**config.mk**
```make
export PLATFORM = sky130hd
export DESIGN_NAME = routing_calc_scheduler
export DESIGN_NICKNAME = d
export VERILOG_FILES = /design/src/rtl/routing_calc_scheduler_pkg.sv /design/src/rtl/routing_calc_scheduler_rr_arbiter.sv /design/src/rtl/routing_calc_scheduler.sv
export SDC_FILE = /design/constraint.sdc
export NUM_CORES = 1
export LEC_CHECK = 0
export CAP_MARGIN = 20
export CELL_PAD_IN_SITES_DETAIL_PLACEMENT = 1
export CELL_PAD_IN_SITES_GLOBAL_PLACEMENT = 1
export CORE_ASPECT_RATIO = 0.5
export CORE_MARGIN = 3
export CORE_UTILIZATION = 35
export DETAILED_ROUTE_END_ITERATION = 7
export PLACE_DENSITY_LB_ADDON = 0.08
export SYNTH_ARGS = -nofsm -noshare
export SYNTH_HDL_FRONTEND = slang
export SYNTH_SLANG_ARGS = --single-unit
```
**constraint.sdc**
```tcl
create_clock -name CLK -period 4.78 [get_ports CLK]
set_clock_uncertainty 0.05 [all_clocks]
set_input_delay 0.717 -clock CLK [delete_from_list [all_inputs] [get_ports CLK]]
set_output_delay 0.717 -clock CLK [all_outputs]
set_load 0.02 [all_outputs]
```
**src/rtl/routing_calc_scheduler_pkg.sv**
```systemverilog
// Shared types and constants for the routing-calculation scheduler.
// Address and channel widths default to the router's flit format.
package routing_calc_scheduler_pkg;

    localparam int unsigned FLIT_SRC_WIDTH = 4;
    localparam int unsigned FLIT_DST_WIDTH = 4;
    localparam int unsigned CHANNELS       = 7;

    typedef enum logic [1:0] {
        IDLE = 2'd0,
        CALC = 2'd1,
        RESP = 2'd2
    } state_t;

    // Index reported by the arbiter when nobody is requesting.
    localparam int unsigned choose_NONE = 0;

endpackage

```
**src/rtl/routing_calc_scheduler_rr_arbiter.sv**
```systemverilog
// Combinational round-robin arbiter: grants the first request at or after
// ptr, wrapping modulo P_PORTS.
module m_RRArbiter
    import routing_calc_scheduler_pkg::*;
#(
    parameter int unsigned P_PORTS = 7,
    parameter int unsigned IW      = (P_PORTS > 1) ? $clog2(P_PORTS) : 1
) (
    input  logic [P_PORTS-1:0] req,
    input  logic [IW-1:0]      ptr,
    output logic [P_PORTS-1:0] grant,
    output logic [IW-1:0]      idx,
    output logic               valid
);

    int unsigned   pos;
    logic [IW-1:0] k;

    always_comb begin
        grant = '0;
        idx   = IW'(choose_NONE);
        valid = 1'b0;
        pos   = 0;
        k     = '0;
        for (int unsigned i = 0; i < P_PORTS; i++) begin
            pos = ptr + i;
            if (pos >= P_PORTS) pos = pos - P_PORTS;
            k = IW'(pos);
            if (!valid && req[k]) begin
                valid    = 1'b1;
                grant[k] = 1'b1;
                idx      = k;
            end
        end
    end

endmodule

```
**src/rtl/routing_calc_scheduler.sv**
```systemverilog
// Shares one combinational routing unit among P_PORTS head-flit requesters:
// round-robin pick, registered addresses, bounded wait, one-cycle done pulse.
module routing_calc_scheduler
    import routing_calc_scheduler_pkg::*;
#(
    parameter int unsigned P_PORTS     = 7,
    parameter int unsigned P_SRC_WIDTH = FLIT_SRC_WIDTH,
    parameter int unsigned P_DST_WIDTH = FLIT_DST_WIDTH,
    parameter int unsigned P_CHANNELS  = CHANNELS,
    parameter int unsigned P_MAX_WAIT  = 4
) (
    input  logic                           CLK,
    input  logic                           RST,
    input  logic [P_PORTS-1:0]             req_in,
    input  logic [P_PORTS*P_SRC_WIDTH-1:0] req_src_in,
    input  logic [P_PORTS*P_DST_WIDTH-1:0] req_dst_in,
    output logic                           rc_enable,
    output logic [P_SRC_WIDTH-1:0]         rc_src,
    output logic [P_DST_WIDTH-1:0]         rc_dst,
    input  logic                           rc_success,
    input  logic [P_CHANNELS-1:0]          rc_result,
    output logic [P_PORTS-1:0]             grant_out,
    output logic [P_PORTS-1:0]             done_out,
    output logic [P_CHANNELS-1:0]          result_out,
    output logic                           err_out,
    output logic                           busy_out
);

    localparam int unsigned IW = (P_PORTS > 1) ? $clog2(P_PORTS) : 1;
    localparam int unsigned CW = (P_MAX_WAIT > 1) ? $clog2(P_MAX_WAIT) : 1;

    state_t             state;
    logic [IW-1:0]      ptr;
    logic [IW-1:0]      owner_idx;
    logic [CW-1:0]      wait_cnt;
    logic [P_PORTS-1:0] arb_grant;
    logic [IW-1:0]      arb_idx;
    logic               arb_valid;

    m_RRArbiter #(
        .P_PORTS (P_PORTS),
        .IW      (IW)
    ) u_arb (
        .req   (req_in),
        .ptr   (ptr),
        .grant (arb_grant),
        .idx   (arb_idx),
        .valid (arb_valid)
    );

    always_ff @(posedge CLK or posedge RST) begin
        if (RST) begin
            state      <= IDLE;
            ptr        <= '0;
            owner_idx  <= '0;
            wait_cnt   <= '0;
            rc_enable  <= 1'b0;
            rc_src     <= '0;
            rc_dst     <= '0;
            grant_out  <= '0;
            done_out   <= '0;
            result_out <= '0;
            err_out    <= 1'b0;
            busy_out   <= 1'b0;
        end else begin
            case (state)
                IDLE: begin
                    if (arb_valid) begin
                        rc_src    <= req_src_in[arb_idx*P_SRC_WIDTH +: P_SRC_WIDTH];
                        rc_dst    <= req_dst_in[arb_idx*P_DST_WIDTH +: P_DST_WIDTH];
                        grant_out <= arb_grant;
                        owner_idx <= arb_idx;
                        wait_cnt  <= '0;
                        rc_enable <= 1'b1;
                        busy_out  <= 1'b1;
                        state     <= CALC;
                    end
                end
                CALC: begin
                    if (rc_success) begin
                        result_out <= rc_result;
                        err_out    <= !$onehot(rc_result);
                        done_out   <= grant_out;
                        rc_enable  <= 1'b0;
                        state      <= RESP;
                    end else if (wait_cnt == CW'(P_MAX_WAIT - 1)) begin
                        // Abort: the unit never answered within the wait budget.
                        result_out <= '0;
                        err_out    <= 1'b1;
                        done_out   <= grant_out;
                        rc_enable  <= 1'b0;
                        state      <= RESP;
                    end else begin
                        wait_cnt <= wait_cnt + 1'b1;
                    end
                end
                RESP: begin
                    done_out   <= '0;
                    result_out <= '0;
                    err_out    <= 1'b0;
                    grant_out  <= '0;
                    busy_out   <= 1'b0;
                    ptr        <= (owner_idx == IW'(P_PORTS - 1)) ? '0 : owner_idx + 1'b1;
                    state      <= IDLE;
                end
                default: state <= IDLE;
            endcase
        end
    end

endmodule

```
* Yosys cells after proc, flatten, opt, wreduce, memory -nomap -nowiden *
Index checks and enable logic that the tools add are counted.

word-level totals
  register bits = 42
  logic and storage cells = 182
  output and inout bits = 32

cells by class
  magnitude comparators = 21
  equality and inequality tests = 9
  add/subtract/negate cells = 21
  shift-type cells = 2
  bitwise operators = 6
  multiplexer cells = 81
  reduce and logical (&&, ||, !) cells = 30

operator list
  kind                 count
  $mux 7               12
  $shiftx 28x6->4      2
  $mux 3               15
  $or 7x7->7           6
  $pmux 7 s2           3
  $lt 3x4->1 const B   7
  $mux 1               26
  $ge 4x3->1 const B   6
  $bmux 1 s3           7
  $demux 1 s3          7
  $ge 3x1->1 const B   7
  $sub 3x3->3 const B  7
  $logic_and 1x1->1    13
  $add 3x3->4 const B  3
  $mux 2               6
  $add 3x2->4 const B  2
  $pmux 2 s2           2
  $reduce_and 2->1     4
  $logic_not 1->1      7
  $add 1x1->2          3
  $ne 2x2->1 const B   3
  $pmux 1 s2           3
  $reduce_bool 2->1    3
  $add 3x1->4 const B  1
  other kinds (14)     15

* Depth between registers and ports, before layout *
  depth in word-level cells = 25
  mapped depth = 19
  mapped depth without buffers = 15

* Hierarchy *
From an unflattened synthesis, not the netlist that was laid out.

second synthesis, totals
  cell total of the unflattened synthesis = 527
  area, all modules = 4546.9 µm²

by module, submodules not included
  module                  cells each  area each (µm²)  instances
  routing_calc_scheduler  244         2473.6           1
  m_RRArbiter             283         2073.2           1

* Worst setup path after synthesis *
No wires, ideal clock.

  kind = register to register
  start point = register ptr[1]
  end point = register rc_dst[0]
  clock period less this slack = 4.604 ns
  required time = 4.604 ns
  setup time = 0.126 ns
  buffers on the path = 2
  cell stages (with the launch flop) = 17
  setup slack = 0.176 ns
  arrival time = 4.428 ns
  path through = dfrtp_1 clkbuf_1 inv_1 ha_1 inv_1 fa_1 or2_4 and2_0 clkbuf_2 nor4_1 a211o_1 nand4_4 nor3_1 nand2_1 nand2_4 mux4_1 a221o_1

between the ends
  word-level cells in the longest chain between the ends = 24

ends and longest elaborated chain
  what                                                  RTL line                       text
  from (decl)                                           routing_calc_scheduler.sv:33   logic [IW-1:0] ptr;
  from (signal assigned)                                routing_calc_scheduler.sv:103  ptr <= (owner_idx == IW'(P_PORTS - 1)) ? '0 : owner_idx + 1'b1;
  branches (longest 24 deep; another with $add 3x1->4)  -
  to (signal assigned)                                  routing_calc_scheduler.sv:70   rc_dst <= req_dst_in[arb_idx*P_DST_WIDTH +: P_DST_WIDTH];
  to (decl)                                             routing_calc_scheduler.sv:19   output logic [P_DST_WIDTH-1:0] rc_dst,

Parallel ways; which one is timed is not known. The select of a mux whose other input is x is not followed.
A chain may end at the register's enable or synchronous reset.

* Final worst setup path *
  start point = register ptr[1]
  end point = register rc_src[3]

between the ends
  word-level cells in the longest chain between the ends = 24

ends and longest elaborated chain
  what                                                  RTL line                      text
  branches (longest 24 deep; another with $add 3x1->4)  -
  to (signal assigned)                                  routing_calc_scheduler.sv:69  rc_src <= req_src_in[arb_idx*P_SRC_WIDTH +: P_SRC_WIDTH];
  to (decl)                                             routing_calc_scheduler.sv:18  output logic [P_SRC_WIDTH-1:0] rc_src,

Parallel ways; which one is timed is not known. The select of a mux whose other input is x is not followed.

==> flow_summary.json <==
{
  "status": "complete, no violations",
  "start_util": 0.363,
  "async_flop_share": 1.00,
  "hold_viol_final": 0,
  "hp-class": "reg -> reg",
  "die_area_um2": 14800,
  "crit_slowest_cell": "ha_1",
  "drtAntennaViolNets": 0,
  "synth_ff_type": "dfrtp_1",
  "htreeDepth": 2,
  "max_slew_margin": 0.380,
  "crit_path_max_incr_delay_ns": 0.50,
  "synth_cells": 544,
  "n_antenna_cell": 0,
  "grt_overflow": 0,
  "synth_edf_count": 0,
  "seq_area_frac_synth": 0.225,
  "avgSynthCellArea_um2": 8.57,
  "grt_max_degree": 43,
  "clock_latency_ns": 0.28,
  "post-route-min-period_ns": 4.51,
  "period_share": 0.943,
  "gp_congestion": 0.892,
  "path_cells": "buf_4 -> ha_1 -> ha_1 -> nand2_4 -> mux2_4 -> mux2_4 -> a21oi_2 -> a21oi_1 -> o31ai_1 -> nand2_1 -> a22oi_2 -> nor2_4 -> buf_12 -> mux4_2 -> a221o_1",
  "cp-startpoint": "ptr[1]$_DFFE_PP0P_",
  "rr_startpoint": "ptr[1]$_DFFE_PP0P_",
  "synth_top_area_frac": 0.225,
  "cap_violations": 0,
  "die_h_um": 87.6,
  "cts_root_buf": "clkbuf_16",
  "vias_per_cell": 5.72,
  "dr.pass1.iters": 4,
  "syn_nets": 635,
  "tightest_slew_ns": 0.921,
  "grt_antenna_before_repair": 0,
  "finalSetupTns_ns": 0,
  "yosys.area.top_type": "dfrtp_1",
  "cts_buffers": 5,
  "setup-violations-final": 0,
  "vias": 4676,
  "dp_hpwl_um": 13200,
  "hold_path.startpoint": "result_out[4]$_DFFE_PP0P_",
  "finalMaxSlewViolations": 0,
  "syn-cell-area_um2": 4660,
  "die_x_um": 169,
  "arrival_ns": 4.62,
  "syn2layout_area_growth_pct": 30.4,
  "core_um2": 12800,
  "wl_per_cell_um": 20.3,
  "crit_fanout": 16,
  "ys_seq_elements": 42,
  "grt_pass1_wl_um": 26000,
  "io_buffers": 104,
  "fmaxAchievable_mhz": 222,
  "post_synth_num_cell_types": 97,
  "cts_tree": "built",
  "num_io_pins": 105,
  "critPathKind": "reg -> reg",
  "clockBufferDepth": 2,
  "drive_gt1_frac": 0.130,
  "row_count": 29,
  "drt-initial-drc-count": 195,
  "wirelength_um": 16600,
  "rsz0062_at_grt": "false",
  "track_usage": 0.222,
  "yosysWarnings": 0,
  "clock_sinks": 42,
  "critical_path_required_ns": 4.90,
  "drcViolationCount": 0,
  "crit_path_end_kind": "flip-flop",
  "nets": 738,
  "synth_area_leaders": "dfrtp_1, mux2i_1, nand2_1",
  "grt_pass1_vias": 4747,
  "clkTransAtPathRegs_ns": 0.06,
  "startpoint_type": "flip-flop"
}
## registers in the layout (all words and copies together), names as in the netlist, 2 cells and up
register    cells
rc_src          4
state           2
result_out      7
rc_dst          4
owner_idx       3
wait_cnt        2
done_out        7
ptr             3
grant_out       7
## worst max-delay path: cells and delay by family (launching register included)
kind	cells	cell delay (ns)
AND/OR/NAND/NOR	3	0.34
flip-flops	1	0.38
buffers and inverters	2	0.36
adder cells (fa/ha/maj)	2	0.74
multiplexers	3	0.96
AO/OA/AOI/OAI	5	1.55
## cells in the mapped netlist, types with 3 or more instances
cell type / number
mux2_2: 5
o21ai_0: 44
fa_1: 5
nand2b_1: 9
nand3b_1: 4
o211ai_1: 4
buf_6: 7
o21a_1: 4
a211o_1: 3
nand2_1: 72
a21oi_1: 19
nor3_1: 10
nor2b_1: 11
mux4_1: 5
buf_2: 5
nand4b_1: 3
mux2i_1: 34
a221o_1: 8
a21o_1: 6
a211oi_1: 6
clkbuf_1: 12
or2_2: 4
dfrtp_1: 42
a21oi_2: 4
nand3_1: 15
o31ai_1: 6
a31oi_1: 9
o22ai_1: 3
nor4_1: 10
inv_1: 21
nor2_1: 26
buf_4: 6
nand4_1: 8
or3_1: 4
ha_1: 13
and2_1: 13
## worst paths after layout
path                                             endpoint  slack [ns]  cells past startpoint
worst min-delay path            result_out[4]$_DFFE_PP0P_        0.46                      2
worst max-delay path                rc_src[3]$_DFFE_PP0P_        0.27                     15
worst min register to register  result_out[4]$_DFFE_PP0P_        0.46                      2
max in group asynchronous           rc_src[1]$_DFFE_PP0P_        3.22                      2
min in group asynchronous       result_out[1]$_DFFE_PP0P_        0.89                      2
worst max register to register      rc_src[3]$_DFFE_PP0P_        0.27                     15
## cell families (layout without fill, tap and decap cells)
logic type                 Yosys count  count (layout)  synth area share
AOI/OAI and AO/OA                  162             162             0.264
muxes                               50              50             0.137
DFF                                 42              42             0.225
and+or+nand+nor                    212             212             0.242
buffers and inverters               55             159            0.0625
xor gates and xnor gates             5               5            0.0126
adders and majority gates           18              18            0.0563
## layout make-up
type / count / area, um^2
inverter: 23 / 88.8
tap: 170 / 213
clock buffer: 7 / 143
sequential: 42 / 1050
multi-input combinational: 447 / 3350
clock inverter: 1 / 5.00
fill: 1526 / 6760
timing repair buffer: 128 / 1230
## what timing repair did
action                                  in CTS  in global routing
endpoints found under the setup margin       0                  8
hold buffers                                 0                  0
hold endpoints to repair                     0                  0
buffers inserted                             0                  3
resized for setup                            0                  5
## through the flow
step / instances / hold slack (ns) / area [um^2] / worst slack (ns) / utilization
after global placement: 807 / 0.428 / 5880 / 0.288 / 0.458
after global routing: 818 / 0.491 / 6080 / 0.00964 / 0.474
final: 818 / 0.456 / 6080 / 0.274 / 0.474
after detailed placement: 807 / 0.444 / 5880 / 0.0780 / 0.458
after floorplan: 544 / 0.416 / 4660 / 0.176 / -
after CTS: 815 / 0.463 / 6020 / 0.0279 / 0.469
## metal layers
layer,vias to the layer above,share of wire,track usage
li1,2253,-,-
met1,2274,0.45,0.287
met2,133,0.47,0.385
met3,16,0.068,0.0528
met4,0,0.016,0.0460
met5,-,0,0
## layout by cell type, fill, tap and decap left out, types with 3 or more instances in the layout
| master | Yosys | final |
|---|---|---|
| a211oi_1 | 6 | 6 |
| a21o_1 | 6 | 6 |
| a21oi_1 | 19 | 19 |
| a21oi_2 | 4 | 4 |
| a221o_1 | 8 | 8 |
| a31oi_1 | 9 | 9 |
| and2_1 | 13 | 13 |
| buf_4 | 6 | 23 |
| clkbuf_16 | 0 | 5 |
| clkdlybuf4s50_1 | 0 | 104 |
| dfrtp_1 | 42 | 42 |
| fa_1 | 5 | 5 |
| ha_1 | 13 | 12 |
| inv_1 | 21 | 20 |
| mux2_2 | 5 | 5 |
| mux2i_1 | 34 | 34 |
| mux4_1 | 5 | 5 |
| nand2_1 | 72 | 72 |
| nand2b_1 | 9 | 9 |
| nand3_1 | 15 | 15 |
| nand3b_1 | 4 | 4 |
| nand4_1 | 8 | 8 |
| nand4b_1 | 3 | 3 |
| nor2_1 | 26 | 26 |
| nor2b_1 | 11 | 11 |
| nor3_1 | 10 | 10 |
| nor4_1 | 10 | 9 |
| o211ai_1 | 4 | 4 |
| o21a_1 | 4 | 4 |
| o21ai_0 | 44 | 44 |
| o22ai_1 | 3 | 3 |
| o31ai_1 | 6 | 6 |
| or2_2 | 4 | 4 |
| or3_1 | 4 | 4 |
Power is left out: the tool's default activity adds up to more than one toggle a clock period on the data nets, which glitch-free logic cannot reach.
